`config.mk`:
```
export PLATFORM = sky130hd
export DESIGN_NAME = wb_scoreboard_flat
export DESIGN_NICKNAME = d
export VERILOG_FILES = /design/src/rtl/wb_scoreboard_pkg.sv /design/src/rtl/wb_scoreboard_if.sv /design/src/rtl/wb_scoreboard_fifo.sv /design/src/rtl/wb_scoreboard.sv /design/src/flat_wrapper.sv
export SDC_FILE = /design/constraint.sdc
export NUM_CORES = 1
export LEC_CHECK = 0
export ABC_CLOCK_PERIOD_IN_PS = 6000
export CAP_MARGIN = 20
export CORE_MARGIN = 2
export CORE_UTILIZATION = 62
export CTS_BUF_LIST = sky130_fd_sc_hd__clkbuf_4 sky130_fd_sc_hd__clkbuf_8
export CTS_CLUSTER_DIAMETER = 150
export DETAILED_ROUTE_END_ITERATION = 8
export GPL_TIMING_DRIVEN = 0
export PLACE_DENSITY = 0.81
export SLEW_MARGIN = 30
export SYNTH_ARGS = -nofsm -noshare
export SYNTH_HDL_FRONTEND = slang
export SYNTH_SLANG_ARGS = --single-unit
```
`constraint.sdc`:
```
create_clock -name clk -period 6 [get_ports clk]
set_clock_uncertainty 0.1 [all_clocks]
set_input_delay 1.5 -clock clk [delete_from_list [all_inputs] [get_ports clk]]
set_output_delay 1.5 -clock clk [all_outputs]
set_load 0.05 [all_outputs]
```
`src/rtl/wb_scoreboard_pkg.sv`:
```
// Shared definitions for the writeback scoreboard: failure cause codes and FSM states.
package wb_sb_pkg;

    localparam logic [1:0] CAUSE_NONE     = 2'd0;
    localparam logic [1:0] CAUSE_UNEXP    = 2'd1;
    localparam logic [1:0] CAUSE_MISMATCH = 2'd2;
    localparam logic [1:0] CAUSE_TIMEOUT  = 2'd3;

    typedef enum logic [1:0] {
        RUN    = 2'd0,
        DRAIN  = 2'd1,
        FINISH = 2'd2
    } sb_state_e;

endpackage

```
`src/rtl/wb_scoreboard_if.sv`:
```
// Bundle of the expected-result feed, the tapped writeback port and the verdict outputs.
interface wb_scoreboard_if #(
    parameter int XLEN   = 32,
    parameter int REG_AW = 5,
    parameter int DEPTH  = 16
);
    logic                     exp_valid;
    logic                     exp_ready;
    logic [REG_AW-1:0]        exp_rd;
    logic [XLEN-1:0]          exp_data;
    logic                     wb_en;
    logic [REG_AW-1:0]        wb_rd;
    logic [XLEN-1:0]          wb_data;
    logic                     done;
    logic [$clog2(DEPTH):0]   pending;
    logic [15:0]              err_count;
    logic [1:0]               fail_cause;
    logic [REG_AW-1:0]        fail_rd;
    logic [XLEN-1:0]          fail_exp;
    logic [XLEN-1:0]          fail_got;
    logic                     pass;
    logic                     fail;

    // Stimulus / bench side.
    modport master (
        output exp_valid, exp_rd, exp_data, wb_en, wb_rd, wb_data, done,
        input  exp_ready, pending, err_count, fail_cause, fail_rd, fail_exp, fail_got, pass, fail
    );

    // Scoreboard side.
    modport slave (
        input  exp_valid, exp_rd, exp_data, wb_en, wb_rd, wb_data, done,
        output exp_ready, pending, err_count, fail_cause, fail_rd, fail_exp, fail_got, pass, fail
    );
endinterface

```
`src/rtl/wb_scoreboard_fifo.sv`:
```
// Synchronous FIFO of expected {rd, data} entries with occupancy count and flush.
module sb_fifo #(
    parameter int XLEN   = 32,
    parameter int REG_AW = 5,
    parameter int DEPTH  = 16
) (
    input  logic                   clk,
    input  logic                   rst,
    input  logic                   i_push,
    input  logic [REG_AW-1:0]      i_rd,
    input  logic [XLEN-1:0]        i_data,
    input  logic                   i_pop,
    input  logic                   i_flush,
    output logic [REG_AW-1:0]      o_rd,
    output logic [XLEN-1:0]        o_data,
    output logic                   o_full,
    output logic                   o_empty,
    output logic [$clog2(DEPTH):0] o_count
);
    localparam int AW = $clog2(DEPTH);

    logic [REG_AW-1:0] r_mem_rd   [DEPTH];
    logic [XLEN-1:0]   r_mem_data [DEPTH];
    logic [AW-1:0]     r_wp;
    logic [AW-1:0]     r_rp;
    logic [AW:0]       r_count;
    logic              w_push;
    logic              w_pop;

    // A flush discards the whole queue, including anything offered that cycle.
    assign w_push  = i_push && !o_full && !i_flush;
    assign w_pop   = i_pop && !o_empty && !i_flush;
    assign o_full  = (r_count == (AW+1)'(DEPTH));
    assign o_empty = (r_count == '0);
    assign o_count = r_count;
    assign o_rd    = r_mem_rd[r_rp];
    assign o_data  = r_mem_data[r_rp];

    // Storage array; contents are qualified by the count, so no reset needed.
    always_ff @(posedge clk) begin
        if (w_push) begin
            r_mem_rd[r_wp]   <= i_rd;
            r_mem_data[r_wp] <= i_data;
        end
    end

    // Pointers wrap naturally because DEPTH is a power of two.
    always_ff @(posedge clk) begin
        if (rst || i_flush) begin
            r_wp    <= '0;
            r_rp    <= '0;
            r_count <= '0;
        end else begin
            if (w_push) r_wp <= r_wp + 1'b1;
            if (w_pop)  r_rp <= r_rp + 1'b1;
            case ({w_push, w_pop})
                2'b10:   r_count <= r_count + 1'b1;
                2'b01:   r_count <= r_count - 1'b1;
                default: r_count <= r_count;
            endcase
        end
    end
endmodule

```
`src/rtl/wb_scoreboard.sv`:
```
// In-order writeback scoreboard: checks each retiring register write against the
// head of an expected-result queue, captures the first failure and flags hangs.
module wb_scoreboard
    import wb_sb_pkg::*;
#(
    parameter int XLEN      = 32,
    parameter int REG_AW    = 5,
    parameter int DEPTH     = 16,
    parameter int TIMEOUT   = 64,
    parameter bit IGNORE_X0 = 1'b1
) (
    input logic           clk,
    input logic           rst,
    wb_scoreboard_if.slave sb
);
    localparam int CNT_W = $clog2(DEPTH) + 1;
    localparam int TW    = $clog2(TIMEOUT + 1);

    localparam logic [1:0] S_RUN    = RUN;
    localparam logic [1:0] S_DRAIN  = DRAIN;
    localparam logic [1:0] S_FINISH = FINISH;

    logic [1:0]        r_state;
    logic [TW-1:0]     r_tmo;
    logic [15:0]       r_err_count;
    logic [1:0]        r_fail_cause;
    logic [REG_AW-1:0] r_fail_rd;
    logic [XLEN-1:0]   r_fail_exp;
    logic [XLEN-1:0]   r_fail_got;
    logic              r_pass;
    logic              r_fail;

    logic              w_event;
    logic              w_finish;
    logic              w_push;
    logic              w_pop;
    logic              w_unexp;
    logic              w_mismatch;
    logic              w_tmo_run;
    logic              w_tmo_hit;
    logic              w_err;
    logic              w_drained;
    logic              w_full;
    logic              w_empty;
    logic [CNT_W-1:0]  w_count;
    logic [REG_AW-1:0] w_head_rd;
    logic [XLEN-1:0]   w_head_data;

    assign w_event  = sb.wb_en && !(IGNORE_X0 && (sb.wb_rd == '0));
    assign w_finish = (r_state == S_FINISH);

    assign sb.exp_ready = !w_full && !w_finish && !rst;
    assign w_push       = sb.exp_valid && sb.exp_ready;

    // No bypass: a write on an empty queue is unexpected even if an entry arrives with it.
    assign w_pop      = w_event && !w_empty && !w_finish;
    assign w_unexp    = w_event && (w_empty || w_finish);
    assign w_mismatch = w_pop && ((sb.wb_rd != w_head_rd) || (sb.wb_data != w_head_data));

    // Fire on the cycle the idle counter would step to TIMEOUT, so it never holds that value.
    assign w_tmo_run = !w_empty && !w_event;
    assign w_tmo_hit = w_tmo_run && (r_tmo == TW'(TIMEOUT - 1));
    assign w_err     = w_unexp || w_mismatch || w_tmo_hit;

    // Queue becomes empty at this edge (flush, last pop, or already empty with nothing arriving).
    assign w_drained = w_tmo_hit
                     || ((w_count == '0) && !w_push)
                     || ((w_count == CNT_W'(1)) && w_pop && !w_push);

    sb_fifo #(
        .XLEN   (XLEN),
        .REG_AW (REG_AW),
        .DEPTH  (DEPTH)
    ) u_fifo (
        .clk     (clk),
        .rst     (rst),
        .i_push  (w_push),
        .i_rd    (sb.exp_rd),
        .i_data  (sb.exp_data),
        .i_pop   (w_pop),
        .i_flush (w_tmo_hit),
        .o_rd    (w_head_rd),
        .o_data  (w_head_data),
        .o_full  (w_full),
        .o_empty (w_empty),
        .o_count (w_count)
    );

    // Idle counter: runs only while entries wait with no retiring write.
    always_ff @(posedge clk) begin
        if (rst || !w_tmo_run || w_tmo_hit) r_tmo <= '0;
        else                                r_tmo <= r_tmo + 1'b1;
    end

    // Error count saturates; the capture registers freeze on the first error.
    always_ff @(posedge clk) begin
        if (rst) begin
            r_err_count  <= '0;
            r_fail_cause <= CAUSE_NONE;
            r_fail_rd    <= '0;
            r_fail_exp   <= '0;
            r_fail_got   <= '0;
        end else if (w_err) begin
            if (r_err_count != 16'hFFFF) r_err_count <= r_err_count + 16'd1;
            if (r_err_count == '0) begin
                if (w_tmo_hit) begin
                    r_fail_cause <= CAUSE_TIMEOUT;
                    r_fail_rd    <= w_head_rd;
                    r_fail_exp   <= w_head_data;
                    r_fail_got   <= '0;
                end else if (w_unexp) begin
                    r_fail_cause <= CAUSE_UNEXP;
                    r_fail_rd    <= sb.wb_rd;
                    r_fail_exp   <= '0;
                    r_fail_got   <= sb.wb_data;
                end else begin
                    r_fail_cause <= CAUSE_MISMATCH;
                    r_fail_rd    <= sb.wb_rd;
                    r_fail_exp   <= w_head_data;
                    r_fail_got   <= sb.wb_data;
                end
            end
        end
    end

    // Run / drain / finish sequencing driven by the stimulus done flag.
    always_ff @(posedge clk) begin
        if (rst) begin
            r_state <= S_RUN;
        end else begin
            case (r_state)
                S_RUN: begin
                    if (sb.done) r_state <= (w_count == '0) ? S_FINISH : S_DRAIN;
                end
                S_DRAIN: begin
                    if (w_drained) r_state <= S_FINISH;
                end
                default: r_state <= S_FINISH;
            endcase
        end
    end

    // Registered verdict taken from the already-registered state and error count.
    always_ff @(posedge clk) begin
        if (rst) begin
            r_pass <= 1'b0;
            r_fail <= 1'b0;
        end else begin
            r_pass <= w_finish && (r_err_count == '0);
            r_fail <= (r_err_count != '0);
        end
    end

    assign sb.pending    = w_count;
    assign sb.err_count  = r_err_count;
    assign sb.fail_cause = r_fail_cause;
    assign sb.fail_rd    = r_fail_rd;
    assign sb.fail_exp   = r_fail_exp;
    assign sb.fail_got   = r_fail_got;
    assign sb.pass       = r_pass;
    assign sb.fail       = r_fail;
endmodule

```
`src/flat_wrapper.sv`:
```
// flat-port wrapper written by rule: the top's interface ports become plain ports
module wb_scoreboard_flat import wb_sb_pkg::*;
#(
    parameter int XLEN      = 32,
    parameter int REG_AW    = 5,
    parameter int DEPTH     = 16,
    parameter int TIMEOUT   = 64,
    parameter bit IGNORE_X0 = 1'b1
)
  (clk, rst, sb_exp_valid, sb_exp_rd, sb_exp_data, sb_wb_en, sb_wb_rd, sb_wb_data, sb_done, sb_exp_ready, sb_pending, sb_err_count, sb_fail_cause, sb_fail_rd, sb_fail_exp, sb_fail_got, sb_pass, sb_fail);
  wb_scoreboard_if #(.XLEN(XLEN), .REG_AW(REG_AW), .DEPTH(DEPTH)) sb_i ();
  input logic clk;
  input logic rst;
  input wire logic [$bits(sb_i.exp_valid)-1:0] sb_exp_valid;
  input wire logic [$bits(sb_i.exp_rd)-1:0] sb_exp_rd;
  input wire logic [$bits(sb_i.exp_data)-1:0] sb_exp_data;
  input wire logic [$bits(sb_i.wb_en)-1:0] sb_wb_en;
  input wire logic [$bits(sb_i.wb_rd)-1:0] sb_wb_rd;
  input wire logic [$bits(sb_i.wb_data)-1:0] sb_wb_data;
  input wire logic [$bits(sb_i.done)-1:0] sb_done;
  output wire logic [$bits(sb_i.exp_ready)-1:0] sb_exp_ready;
  output wire logic [$bits(sb_i.pending)-1:0] sb_pending;
  output wire logic [$bits(sb_i.err_count)-1:0] sb_err_count;
  output wire logic [$bits(sb_i.fail_cause)-1:0] sb_fail_cause;
  output wire logic [$bits(sb_i.fail_rd)-1:0] sb_fail_rd;
  output wire logic [$bits(sb_i.fail_exp)-1:0] sb_fail_exp;
  output wire logic [$bits(sb_i.fail_got)-1:0] sb_fail_got;
  output wire logic [$bits(sb_i.pass)-1:0] sb_pass;
  output wire logic [$bits(sb_i.fail)-1:0] sb_fail;
  assign sb_i.exp_valid = sb_exp_valid;
  assign sb_i.exp_rd = sb_exp_rd;
  assign sb_i.exp_data = sb_exp_data;
  assign sb_i.wb_en = sb_wb_en;
  assign sb_i.wb_rd = sb_wb_rd;
  assign sb_i.wb_data = sb_wb_data;
  assign sb_i.done = sb_done;
  assign sb_exp_ready = sb_i.exp_ready;
  assign sb_pending = sb_i.pending;
  assign sb_err_count = sb_i.err_count;
  assign sb_fail_cause = sb_i.fail_cause;
  assign sb_fail_rd = sb_i.fail_rd;
  assign sb_fail_exp = sb_i.fail_exp;
  assign sb_fail_got = sb_i.fail_got;
  assign sb_pass = sb_i.pass;
  assign sb_fail = sb_i.fail;
  wb_scoreboard #(.XLEN(XLEN), .REG_AW(REG_AW), .DEPTH(DEPTH), .TIMEOUT(TIMEOUT), .IGNORE_X0(IGNORE_X0)) u_core (.clk(clk), .rst(rst), .sb(sb_i));
endmodule
```
==> metrics.md <==
| Metric | Value |
|---|---|
| Outcome | `finished clean` |
| Max clock buf depth | `3` |
| CTS Sinks | `707` |
| Postcts setup bufs | `0` |
| Syn Nets | `1849` |
| Vias | `18.8k` |
| Sequential power share | `0.462` |
| Pint | `~8.4 mW` |
| Max_slew headroom | `0.307` |
| Clk root buf | `clkbuf_8` |
| Commonest non-fill, non-tap cells in the layout | `edfxtp_1 (592), clkdlybuf4s50_1 (173), clkbuf_8 (116), dfxtp_1 (115), mux4_2 (114)` |
| Cell variety after synth | `75` |
| Grt met3 use | `0.106` |
| Fin Setup TNS | `0 ns` |
| Clk pwr share | `0.331` |
| Seq/Total Area, Yosys | `0.694` |
| Maximum fanout along the worst path | `10` |
| Die width | `around 220 microns` |
| # nets final | `roughly 2.2k` |
| Pre-CTS setup slack | `0.358 ns` |
| Vias per Instance | `6.75` |
| Wire per inst | `around 30 microns` |
| Clk slew on worst S/H paths | `0.06 ns` |
| Most common cell after layout, fill and taps aside | `edfxtp_1` |
| Placed instance area | `~32000 sq um` |
| Synth Area in XOR/XNOR | `0.0176` |
| 1st-iter DRT viols | `2748` |
| Final setup fails | `0` |
| Comb power frac | `0.207` |
| Initial antenna violation count | `6` |
| Top FF cell, synth | `edfxtp_1` |
| Syn_area_per_cell | `approximately 16 sq um` |
| IO buf count | `173` |
| Drt total wl | `about 84 mm` |
| Leakage power | `11.2 nW` |
| Final Cycle Share | `0.895` |
| Hold_buf cts | `0` |
| Die Area | `approximately 48000 sq um` |
| Synth Register Bits | `707` |
| Fill cells | `2636` |
| Non-Filler Instances | `approximately 2.8k` |
| Synth async-reset ratio | `0` |
| Synthesized area | `28900 sq um` |
| Layout area overhead | `19.8%` |
| GPL Wtd Cong | `0.955` |
| First-pass GRT wire length | `120 mm` |
| Core Box Area | `around 46000 sq um` |
| Global-route usage over all layers | `0.351` |
| Sw Pwr | `3.55 mW` |
| Most Crowded Layer GR | `met2` |
| GR Overflow Total | `0` |
| Critical Path End Type | `register` |
| Drt pass-1 iters | `5` |
| Min-delay worst type | `register to register` |
| Largest net degree at the start of global routing | `17` |
| Placed cell count | `~2.6k` |
| Total CTS buffers | `107` |
| Post-synth EDFFs | `592` |
| Crit path DAT | `5.83 ns` |
| Largest delay contributor family on the critical path | `buffers and inverters` |
| Post-Syn Instances | `around 1.8k` |
| Crit path top cell by count | `buf_2` |
| Synth Warn # | `0` |
| Final ANT Viol Nets | `0` |
| GR Layer Usage met2 | `0.559` |
| Fin. max-slew vios | `0` |
| Max-Cap Viols | `0` |
| Post-route minimum period | `approximately 5.4 ns` |
| Final Total Pwr | `roughly 12 mW` |
| # resized after CTS | `0` |
| Sw Share | `0.296` |
| Post-Synth Adder-Cell Area | `0.00562` |
| Worst-Skew Late Latency | `0.73 ns` |
| Final Cell Area | `34600 sq um` |
| Post-synthesis simple-gate area fraction | `0.0643` |
| Hold_ws | `0.347 ns` |
| Fmax | `186 MHz` |
| CP Buf/Inv Count | `6` |
| Worst EP required | `6.46 ns` |
| Critical path type | `register to register` |
| Unrepaired setup endpoints after global routing | `no` |
| H-tree lvl count | `3` |
| Worst slew pin tran | `1.04 ns` |
| Startpoint Class | `register` |
| Worst-path cell chain | `buf_2, buf_2, buf_2, buf_2, clkbuf_1, nor2_1, o22ai_1, xnor2_1, nand2_1, nor4_1, nand4_1, nand2_1, buf_2, o32ai_1` |
| Slowest cell on the critical path | `clkbuf_1` |
| Row Count | `79` |
| CTS tree | `built` |
| Peak VDD IR | `0.218 mV` |
| Mux contribution to synthesized area | `0.143` |
| I/O pin total | `174` |
| HPWL after detailed placement | `58.6 mm` |
| Finished Core Util | `0.749` |
| DRC | `0` |
| Largest family of logic cells by synthesized area | `multiplexers` |
| Grt met1 use | `0.440` |
| CP max stage delay | `~0.7 ns` |
| Die Height | `220 microns` |
| Power Dens Cells | `346 nW/um^2` |
| Starting Density | `0.625` |
| Share of post-route cells with drive strength above 1 | `0.212` |
| Setup ws final | `0.632 ns` |
| Number of global-route vias before repair | `18.2k` |
| Final hold vios | `0` |
| Compound-gate portion of the synthesized area | `0.0523` |
==> logic make-up after synthesis <==
family          Yosys count
compound gates          225
xor+xnor                 58
fa+ha+maj                13
buf+inv                 136
flops                   707
mux                     261
simple gates            357
==> cell type report <==
class | count | area (sq um) | area share
Sequential cell | 707 | 20100 | 0.580
Multi-Input combinational cell | 914 | 8300 | 0.240
Timing Repair Buffer | 217 | 2650 | 0.0766
Clock buffer | 149 | 1840 | 0.0533
Tap cell | 607 | 759 | 0.0219
Buffer | 106 | 562 | 0.0162
Clock inverter | 46 | 313 | 0.00903
Inverter | 30 | 113 | 0.00325
Antenna cell | 3 | 7.51 | 0.000217
==> registers in the layout, indices dropped and copies added (netlist names), named ones only <==
register / cells
u_core.sb.fail_got: 32
u_core.u_fifo.o_count: 5
u_core.u_fifo.r_mem_rd: 80
u_core.sb.fail: 1
u_core.u_fifo.r_wp: 4
u_core.u_fifo.r_rp: 4
u_core.r_state: 2
u_core.sb.fail_exp: 32
u_core.r_tmo: 7
u_core.sb.fail_cause: 2
u_core.sb.pass: 1
u_core.u_fifo.r_mem_data: 512
u_core.sb.err_count: 16
u_core.sb.fail_rd: 5
==> synth_stat cells (8+ instances only) <==
cell | number | area, sq um
o21ai_0 | 43 | 215
buf_4 | 15 | 113
mux2_2 | 23 | 259
nand2_1 | 89 | 334
edfxtp_1 | 592 | 17800
xnor2_1 | 38 | 333
mux2_4 | 10 | 150
or4_1 | 8 | 60.1
nor4_1 | 11 | 68.8
o21ai_1 | 10 | 50.1
and3_1 | 13 | 81.3
ha_1 | 13 | 163
nor2_1 | 70 | 263
o22ai_1 | 14 | 87.6
nor3_1 | 21 | 105
mux4_2 | 114 | 2570
o32ai_1 | 9 | 78.8
clkbuf_1 | 44 | 165
dfxtp_1 | 115 | 2300
xor2_1 | 20 | 175
nand2b_1 | 10 | 62.6
a22oi_1 | 26 | 195
inv_1 | 28 | 105
nand4_1 | 47 | 294
nor2b_1 | 21 | 131
buf_2 | 30 | 150
a21oi_1 | 58 | 290
buf_6 | 9 | 101
nand3_1 | 30 | 150
mux2i_1 | 111 | 1110
==> power by group through the flow <==
stage | clock, mW | combinational, mW | sequential [mW]
5_1_grt | 4.17 | 2.57 | 5.55
4_1_cts | 3.98 | 2.42 | 5.54
3_3_place_gp | 0 | 2.33 | 5.64
2_1_floorplan | 0 | 1.26 | 5.86
6_report | 3.97 | 2.48 | 5.54
3_5_place_dp | 0 | 2.40 | 5.64
==> layer usage <==
layer  vias to the layer above  share of wire
met4                         6          0.053
li1                       7640              -
met2                      1650           0.47
met5                         -         0.0015
met1                      9132           0.34
met3                       334           0.13
==> final timing paths <==
path              startpoint                    end  slack, ns  depth (start not counted)
max                 register  u_core.sb.fail_exp[2]       0.63                         14
min          u_core.r_tmo[0]        u_core.r_tmo[0]       0.35                          1
max reg2reg         register  u_core.sb.fail_exp[2]       0.63                         14
min reg2reg  u_core.r_tmo[0]        u_core.r_tmo[0]       0.35                          1
Note: power is estimated with default switching activity, not from simulation.
